### config.mk
export PLATFORM = sky130hd
export DESIGN_NAME = pipe_reg_chain_flat
export DESIGN_NICKNAME = d
export VERILOG_FILES = /design/src/rtl/pipe_reg_chain_if.sv /design/src/rtl/pipe_reg_chain.sv /design/src/flat_wrapper.sv
export SDC_FILE = /design/constraint.sdc
export NUM_CORES = 1
export LEC_CHECK = 0
export BUFFER_PORTS_ARGS = -buffer_cell sky130_fd_sc_hd__clkbuf_2
export CAP_MARGIN = 10
export CORE_MARGIN = 1
export CORE_UTILIZATION = 58
export DETAILED_ROUTE_END_ITERATION = 7
export PLACE_DENSITY = 0.83
export SLEW_MARGIN = 10
export SYNTH_ARGS = -nofsm -noshare
export SYNTH_HDL_FRONTEND = slang
export SYNTH_SLANG_ARGS = --single-unit
export TNS_END_PERCENT = 30
### constraint.sdc
create_clock -name clk -period 2.5 [get_ports clk]
set_input_delay 0 -clock clk [delete_from_list [all_inputs] [get_ports clk]]
set_output_delay 0 -clock clk [all_outputs]
set_load 0.02 [all_outputs]
### src/rtl/pipe_reg_chain_if.sv
`default_nettype none
// ---------------------------------------------------------------------------
// pipe_reg_chain_if : valid/ready/data handshake bundle for pipe_reg_chain
// Revision: 1.0
// ---------------------------------------------------------------------------
interface pipe_reg_chain_if #(
    parameter int WIDTH = 15
) ();
    logic             valid;
    logic             ready;
    logic [WIDTH-1:0] data;

    modport master (output valid, output data, input  ready);
    modport slave  (input  valid, input  data, output ready);
endinterface
`default_nettype wire

### src/rtl/pipe_reg_chain.sv
`default_nettype none
// ---------------------------------------------------------------------------
// pipe_reg_chain : DEPTH-stage valid/ready register pipeline with bubble
//                  collapsing, synchronous flush and registered occupancy.
// Revision: 1.0
// ---------------------------------------------------------------------------
module pipe_reg_chain #(
    parameter int               WIDTH     = 15,
    parameter int               DEPTH     = 3,
    parameter logic [WIDTH-1:0] RESET_VAL = '0
) (
    input  wire logic                       clk,
    input  wire logic                       reset,
    input  wire logic                       flush,
    pipe_reg_chain_if.slave                 up,
    pipe_reg_chain_if.master                dn,
    output logic [$clog2(DEPTH+1)-1:0]      occupancy
);

    localparam int OCC_W = $clog2(DEPTH + 1);

    logic [DEPTH-1:0] v;
    logic [DEPTH-1:0] v_nxt;
    logic [DEPTH-1:0] rdy;
    logic [WIDTH-1:0] d [DEPTH];

    // A stage may load if downstream accepts or any stage at/after it is empty;
    // closed form of the ready chain, avoids a bit-wise self-dependent vector.
    generate
        for (genvar k = 0; k < DEPTH; k++) begin : g_rdy
            assign rdy[k] = dn.ready | ~(&v[DEPTH-1:k]);
        end
    endgenerate

    assign up.ready = rdy[0] & ~flush;
    assign dn.valid = v[DEPTH-1] & ~flush;
    assign dn.data  = d[DEPTH-1];

    always_comb begin
        v_nxt = v;
        if (flush) begin
            v_nxt = '0;
        end else begin
            if (rdy[0]) v_nxt[0] = up.valid;
            for (int k = 1; k < DEPTH; k++) begin
                if (rdy[k]) v_nxt[k] = v[k-1];
            end
        end
    end

    function automatic logic [OCC_W-1:0] popcount(input logic [DEPTH-1:0] bits);
        logic [OCC_W-1:0] cnt;
        cnt = '0;
        for (int i = 0; i < DEPTH; i++) cnt = cnt + OCC_W'(bits[i]);
        return cnt;
    endfunction

    always_ff @(posedge clk or negedge reset) begin
        if (!reset) begin
            v         <= '0;
            occupancy <= '0;
        end else begin
            v         <= v_nxt;
            occupancy <= popcount(v_nxt);
        end
    end

    // Data registers only capture real words, so bubbles never disturb them.
    always_ff @(posedge clk or negedge reset) begin
        if (!reset) begin
            for (int k = 0; k < DEPTH; k++) d[k] <= RESET_VAL;
        end else if (!flush) begin
            if (rdy[0] && up.valid) d[0] <= up.data;
            for (int k = 1; k < DEPTH; k++) begin
                if (rdy[k] && v[k-1]) d[k] <= d[k-1];
            end
        end
    end

endmodule
`default_nettype wire

### src/flat_wrapper.sv
// flat-port wrapper written by rule: the top's interface ports become plain ports
module pipe_reg_chain_flat 
#(
    parameter int               WIDTH     = 15,
    parameter int               DEPTH     = 3,
    parameter logic [WIDTH-1:0] RESET_VAL = '0
)
  (clk, reset, flush, occupancy, up_valid, up_data, up_ready, dn_valid, dn_data, dn_ready);
  pipe_reg_chain_if #(.WIDTH(WIDTH)) up_i ();
  pipe_reg_chain_if #(.WIDTH(WIDTH)) dn_i ();
  input  wire logic clk;
  input  wire logic reset;
  input  wire logic flush;
  output logic [$clog2(DEPTH+1)-1:0] occupancy;
  input wire logic [$bits(up_i.valid)-1:0] up_valid;
  input wire logic [$bits(up_i.data)-1:0] up_data;
  output wire logic [$bits(up_i.ready)-1:0] up_ready;
  output wire logic [$bits(dn_i.valid)-1:0] dn_valid;
  output wire logic [$bits(dn_i.data)-1:0] dn_data;
  input wire logic [$bits(dn_i.ready)-1:0] dn_ready;
  assign up_i.valid = up_valid;
  assign up_i.data = up_data;
  assign up_ready = up_i.ready;
  assign dn_valid = dn_i.valid;
  assign dn_data = dn_i.data;
  assign dn_i.ready = dn_ready;
  pipe_reg_chain #(.WIDTH(WIDTH), .DEPTH(DEPTH), .RESET_VAL(RESET_VAL)) u_core (.clk(clk), .reset(reset), .flush(flush), .up(up_i), .dn(dn_i), .occupancy(occupancy));
endmodule
[Word level (Yosys, flattened, before mapping)]
Cells that the tools add are included.
Storage, ports and cells
  flip-flop bits (word level): 50
  logic and storage cells: 28
  input port bits: 20
  output and inout port bits: 19
Cells by class
  bitwise logic cells: 9
  add/sub/neg operators: 2
  mux-type cells: 4
  reductions and logical operators: 8
Operator list (count)
  $reduce_and 2->1: 4
  $not 1->1: 4
  $logic_and 1x1->1: 3
  $mux 1: 3
  $mux 3: 1
  $or 1x1->1: 3
  $reduce_and 3->1: 1
  $add 1x1->2: 1
  $add 2x1->2: 1
  $and 1x1->1: 2

[Logic depth before layout (Yosys ltp)]
  depth in word-level cells: 7
  depth in mapped cells: 6
  depth with buffers taken out: 4

[Worst setup path before layout]
OpenSTA, ideal clock, no wires.
  path kind: flip-flop to flip-flop
  from: reg u_core.v[2]
  to: reg u_core.d[34] (netlist bit)
  cell stages (with the launch flop): 7
  required time: 2375 ps
  clock period less this slack: 1611 ps
  path slack: 889 ps
  buffers on the path: 3
  arrival time: 1486 ps
  cells stage by stage: dfrtp_1 > nor2b_4 > buf_6 > a311o_1 > buf_6 > buf_12 > mux2_4
On the way
  longest elaborated chain between the ends: 5
Ends and longest elaborated chain
  from (decl): line pipe_reg_chain.sv:22  | logic [DEPTH-1:0] v;
  from (signal assigned): line pipe_reg_chain.sv:63  | v <= v_nxt;
  $reduce_and 3->1: line pipe_reg_chain.sv:31  | assign rdy[k] = dn.ready | ~(&v[DEPTH-1:k]);
  $not 1->1: line pipe_reg_chain.sv:31
  $or 1x1->1: line pipe_reg_chain.sv:31
  $logic_and 1x1->1: line pipe_reg_chain.sv:73  | if (rdy[0] && up.valid) d[0] <= up.data;
  $reduce_and 2->1 (no source line)
  to (signal, indexed assignment): line pipe_reg_chain.sv:75  | if (rdy[k] && v[k-1]) d[k] <= d[k-1];
  to (decl): line pipe_reg_chain.sv:25  | logic [WIDTH-1:0] d [DEPTH];
No other way between the ends.
A chain may end at the register's enable or synchronous reset.

[Final worst setup path]
  from: reg u_core.v[2]
  to: reg u_core.d[33] (netlist bit)
The elaborated chain is that of the path after synthesis.

==> impl_metrics.json <==
{
  "status": "complete, no violations",
  "wl_met3_microns": 103,
  "clkTransAtPathRegs_ns": 0.12,
  "maxCapViolCount": 0,
  "hpwl_microns": 2160,
  "fp.dieH_microns": 61.9,
  "rows": 21,
  "numCtsBuffers": 5,
  "synth_top_area_share_pct": 60.1,
  "dr.first_iter.drc_count": 29,
  "r2r-start": "u_core.v[2]",
  "final_cell_mix": "dfrtp_1, clkbuf_2, mux2_2, dlygate4sd3_1, mux2_4",
  "diodes": 0,
  "rsz0062_at_grt": "false",
  "yosysWarnings": 0,
  "htree_levels": 2,
  "gp_congestion": 0.674,
  "synth-seq-cells": 50,
  "finalWirelength_microns": 3190,
  "clkSinkCount": 50,
  "power.density_mw_per_mm2": 840,
  "layout_min_cycle_time_ns": 2.00,
  "clkPwrFrac_pct": 18.2,
  "p_int_mw": 1.43,
  "grt_pass1_wl_microns": 4950,
  "synth_area_leaders": "dfrtp_1, mux2_2, mux2_4",
  "seq_area_frac_synth_pct": 60.1,
  "r2r_cells": 3,
  "core_sq_mm": 0.00339,
  "postLayoutCoreUtil_pct": 71.4,
  "yosysTopAreaCell": "dfrtp_1",
  "wl_met2_microns": 1610,
  "port_buffers": 38,
  "synthCells": 131,
  "crit_chain": "nor2b_4 -> a311o_1 -> mux2_2",
  "cts_setup_buffers": 0,
  "cp_num_buf_inv": 0,
  "cpPeakStageDelay_ns": 0.87,
  "total_power_mw": 2.03,
  "area.growth.synth_to_final_pct": 16.4,
  "worstHoldPathType": "in2reg",
  "met1_length_microns": 1410,
  "path_delay_family": "compound AO/OA/AOI/OAI gates",
  "cts.path.max_buffers": 2,
  "fin_crit_sh_pct": 79.9,
  "hold_slack_ns": 0.0127,
  "hold_violations": 0,
  "die_area_sq_mm": 0.00383,
  "hold_depth": 4,
  "wl_per_cell_microns": 14.3,
  "drc": 0,
  "ant_nets": 0,
  "p_seq_share_pct": 55.2,
  "drive_gt1_share_pct": 54.2,
  "cts_root_buf": "clkbuf_4",
  "post_cts_resized": 0,
  "cp.required_ns": 2.75,
  "worstPathArrival_ns": 2.25,
  "grt_max_degree": 37,
  "start_kind": "register",
  "ios": 39,
  "hold_end": "u_core.v[2]",
  "route.top_layer_used": "met4",
  "maxSlewViolCount": 0,
  "drt_pass1_iterations": 4,
  "clk_latency_ns": 0.36,
  "synth_fp_nets": 152,
  "final_common_cell": "dfrtp_1",
  "max_slew_margin_pct": 32.2,
  "crit_path_top_delay_cell": "a311o_1",
  "setup-violations-final": 0,
  "finalClockSkew_ns": 0.0144,
  "endpoint_kind": "register",
  "dieWidth_microns": 61.9,
  "switching_share_pct": 29.8,
  "p_leak_nw": 1.17,
  "ir_drop_uv": 474,
  "fmax_mhz": 500,
  "antenna_found_initial": 0,
  "avgSynthCellArea_sq_um": 15.9,
  "track_usage_pct": 19.1,
  "viasPerCell": 5.03,
  "crit_type": "reg2reg",
  "timing.setup.tns_ns": 0,
  "cts_tree": "built",
  "gr-total-overflow": 0,
  "p_comb_share_pct": 26.6,
  "grt_pass1_vias": 1078,
  "min-delay-start": "dn_ready",
  "synth_area_sq_mm": 0.00208,
  "worst-path-max-fanout": 15,
  "nFillCells": 252,
  "worst_pin_slew_ns": 1.02,
  "start_util_pct": 61.4,
  "r2r-end": "u_core.d[33]",
  "post_synth_num_cell_types": 17,
  "p_switching_mw": 0.606,
  "num-nets-final": 197,
  "r2r_slack_ns": 0.50,
  "vias": 1121
}
## power groups by stage
stage,registers (mW),clock network [mW],logic (mW)
6_report,1.12,0.370,0.542
5_1_grt,1.15,0.420,0.593
3_3_place_gp,1.13,0,0.511
3_5_place_dp,1.14,0,0.527
4_1_cts,1.12,0.384,0.550
2_1_floorplan,1.11,0,0.518
## per-layer routing
layer	global-route usage [%]	vias to the layer above
li1	-	525
met1	23.5	563
met2	30.4	26
met3	6.21	7
met4	9.21	0
met5	0	-
## layout make-up
type	count	area, sq um	share of cell area, %
timing repair buffer	59	393	16.2
multi-input combinational	58	648	26.8
clock inverter	2	12.5	0.517
clock buffer	6	51.3	2.12
inverter	2	7.51	0.310
tap	46	57.6	2.38
sequential	50	1250	51.7
## logic make-up (layout without fill, tap and decap cells)
| family | count (synthesis) | in the layout | synth area share, % |
|---|---|---|---|
| adders and majority gates | 1 | 1 | 0.962 |
| buffers and inverters | 23 | 69 | 8.72 |
| AOI/OAI and AO/OA | 5 | 5 | 1.74 |
| muxes | 45 | 45 | 26.2 |
| DFF | 50 | 50 | 60.1 |
| and+or+nand+nor | 7 | 7 | 2.28 |
## worst max-delay path by stage
stage                 from      endpoint  slack (ns)  cells past startpoint
3_5_place_dp   u_core.v[2]  u_core.d[31]        0.51                      3
5_1_grt        u_core.v[2]  u_core.d[33]        0.43                      3
4_1_cts        u_core.v[2]  u_core.d[33]        0.51                      3
6_report       u_core.v[2]  u_core.d[33]        0.50                      3
2_1_floorplan  u_core.v[2]  u_core.d[34]        0.89                      6
3_3_place_gp   u_core.v[2]  u_core.d[44]        0.61                      3
## cells in the mapped netlist
cell / count
a31oi_1: 2
nor2b_1: 1
nor2b_4: 1
a311o_1: 1
buf_4: 17
mux2_4: 10
nor2_1: 4
fa_1: 1
a21oi_1: 1
clkbuf_1: 1
buf_12: 1
dfrtp_1: 50
buf_6: 2
a211o_1: 1
nor3b_2: 1
mux2_2: 35
inv_1: 2
## sequential cells by signal, indices dropped and copies added (netlist names)
name              cells
u_core.occupancy      2
u_core.v              3
u_core.d             30
u_core.dn.data       15
## worst reg2reg max path, cell delays in order (launching register included)
cell and delay [ns]:
dfrtp_1 0.37, nor2b_4 0.23, a311o_1 0.88, mux2_2 0.42
## through the flow
| step | cell area [sq um] | setup WS [ns] | cells |
|---|---|---|---|
| 2_1_floorplan | 2080 | 0.889 | 131 |
| 3_3_place_gp | 2180 | 0.611 | 197 |
| 3_5_place_dp | 2180 | 0.512 | 197 |
| 4_1_cts | 2420 | 0.514 | 223 |
| 5_1_grt | 2420 | 0.429 | 223 |
| 6_report | 2420 | 0.501 | 223 |
## repair_timing
item,4_1_cts,5_1_grt
hold buffers,18,0
hold endpoints to repair,52,0
endpoints found under the setup margin,0,0
No activity file was read; power rests on OpenSTA's default activity.
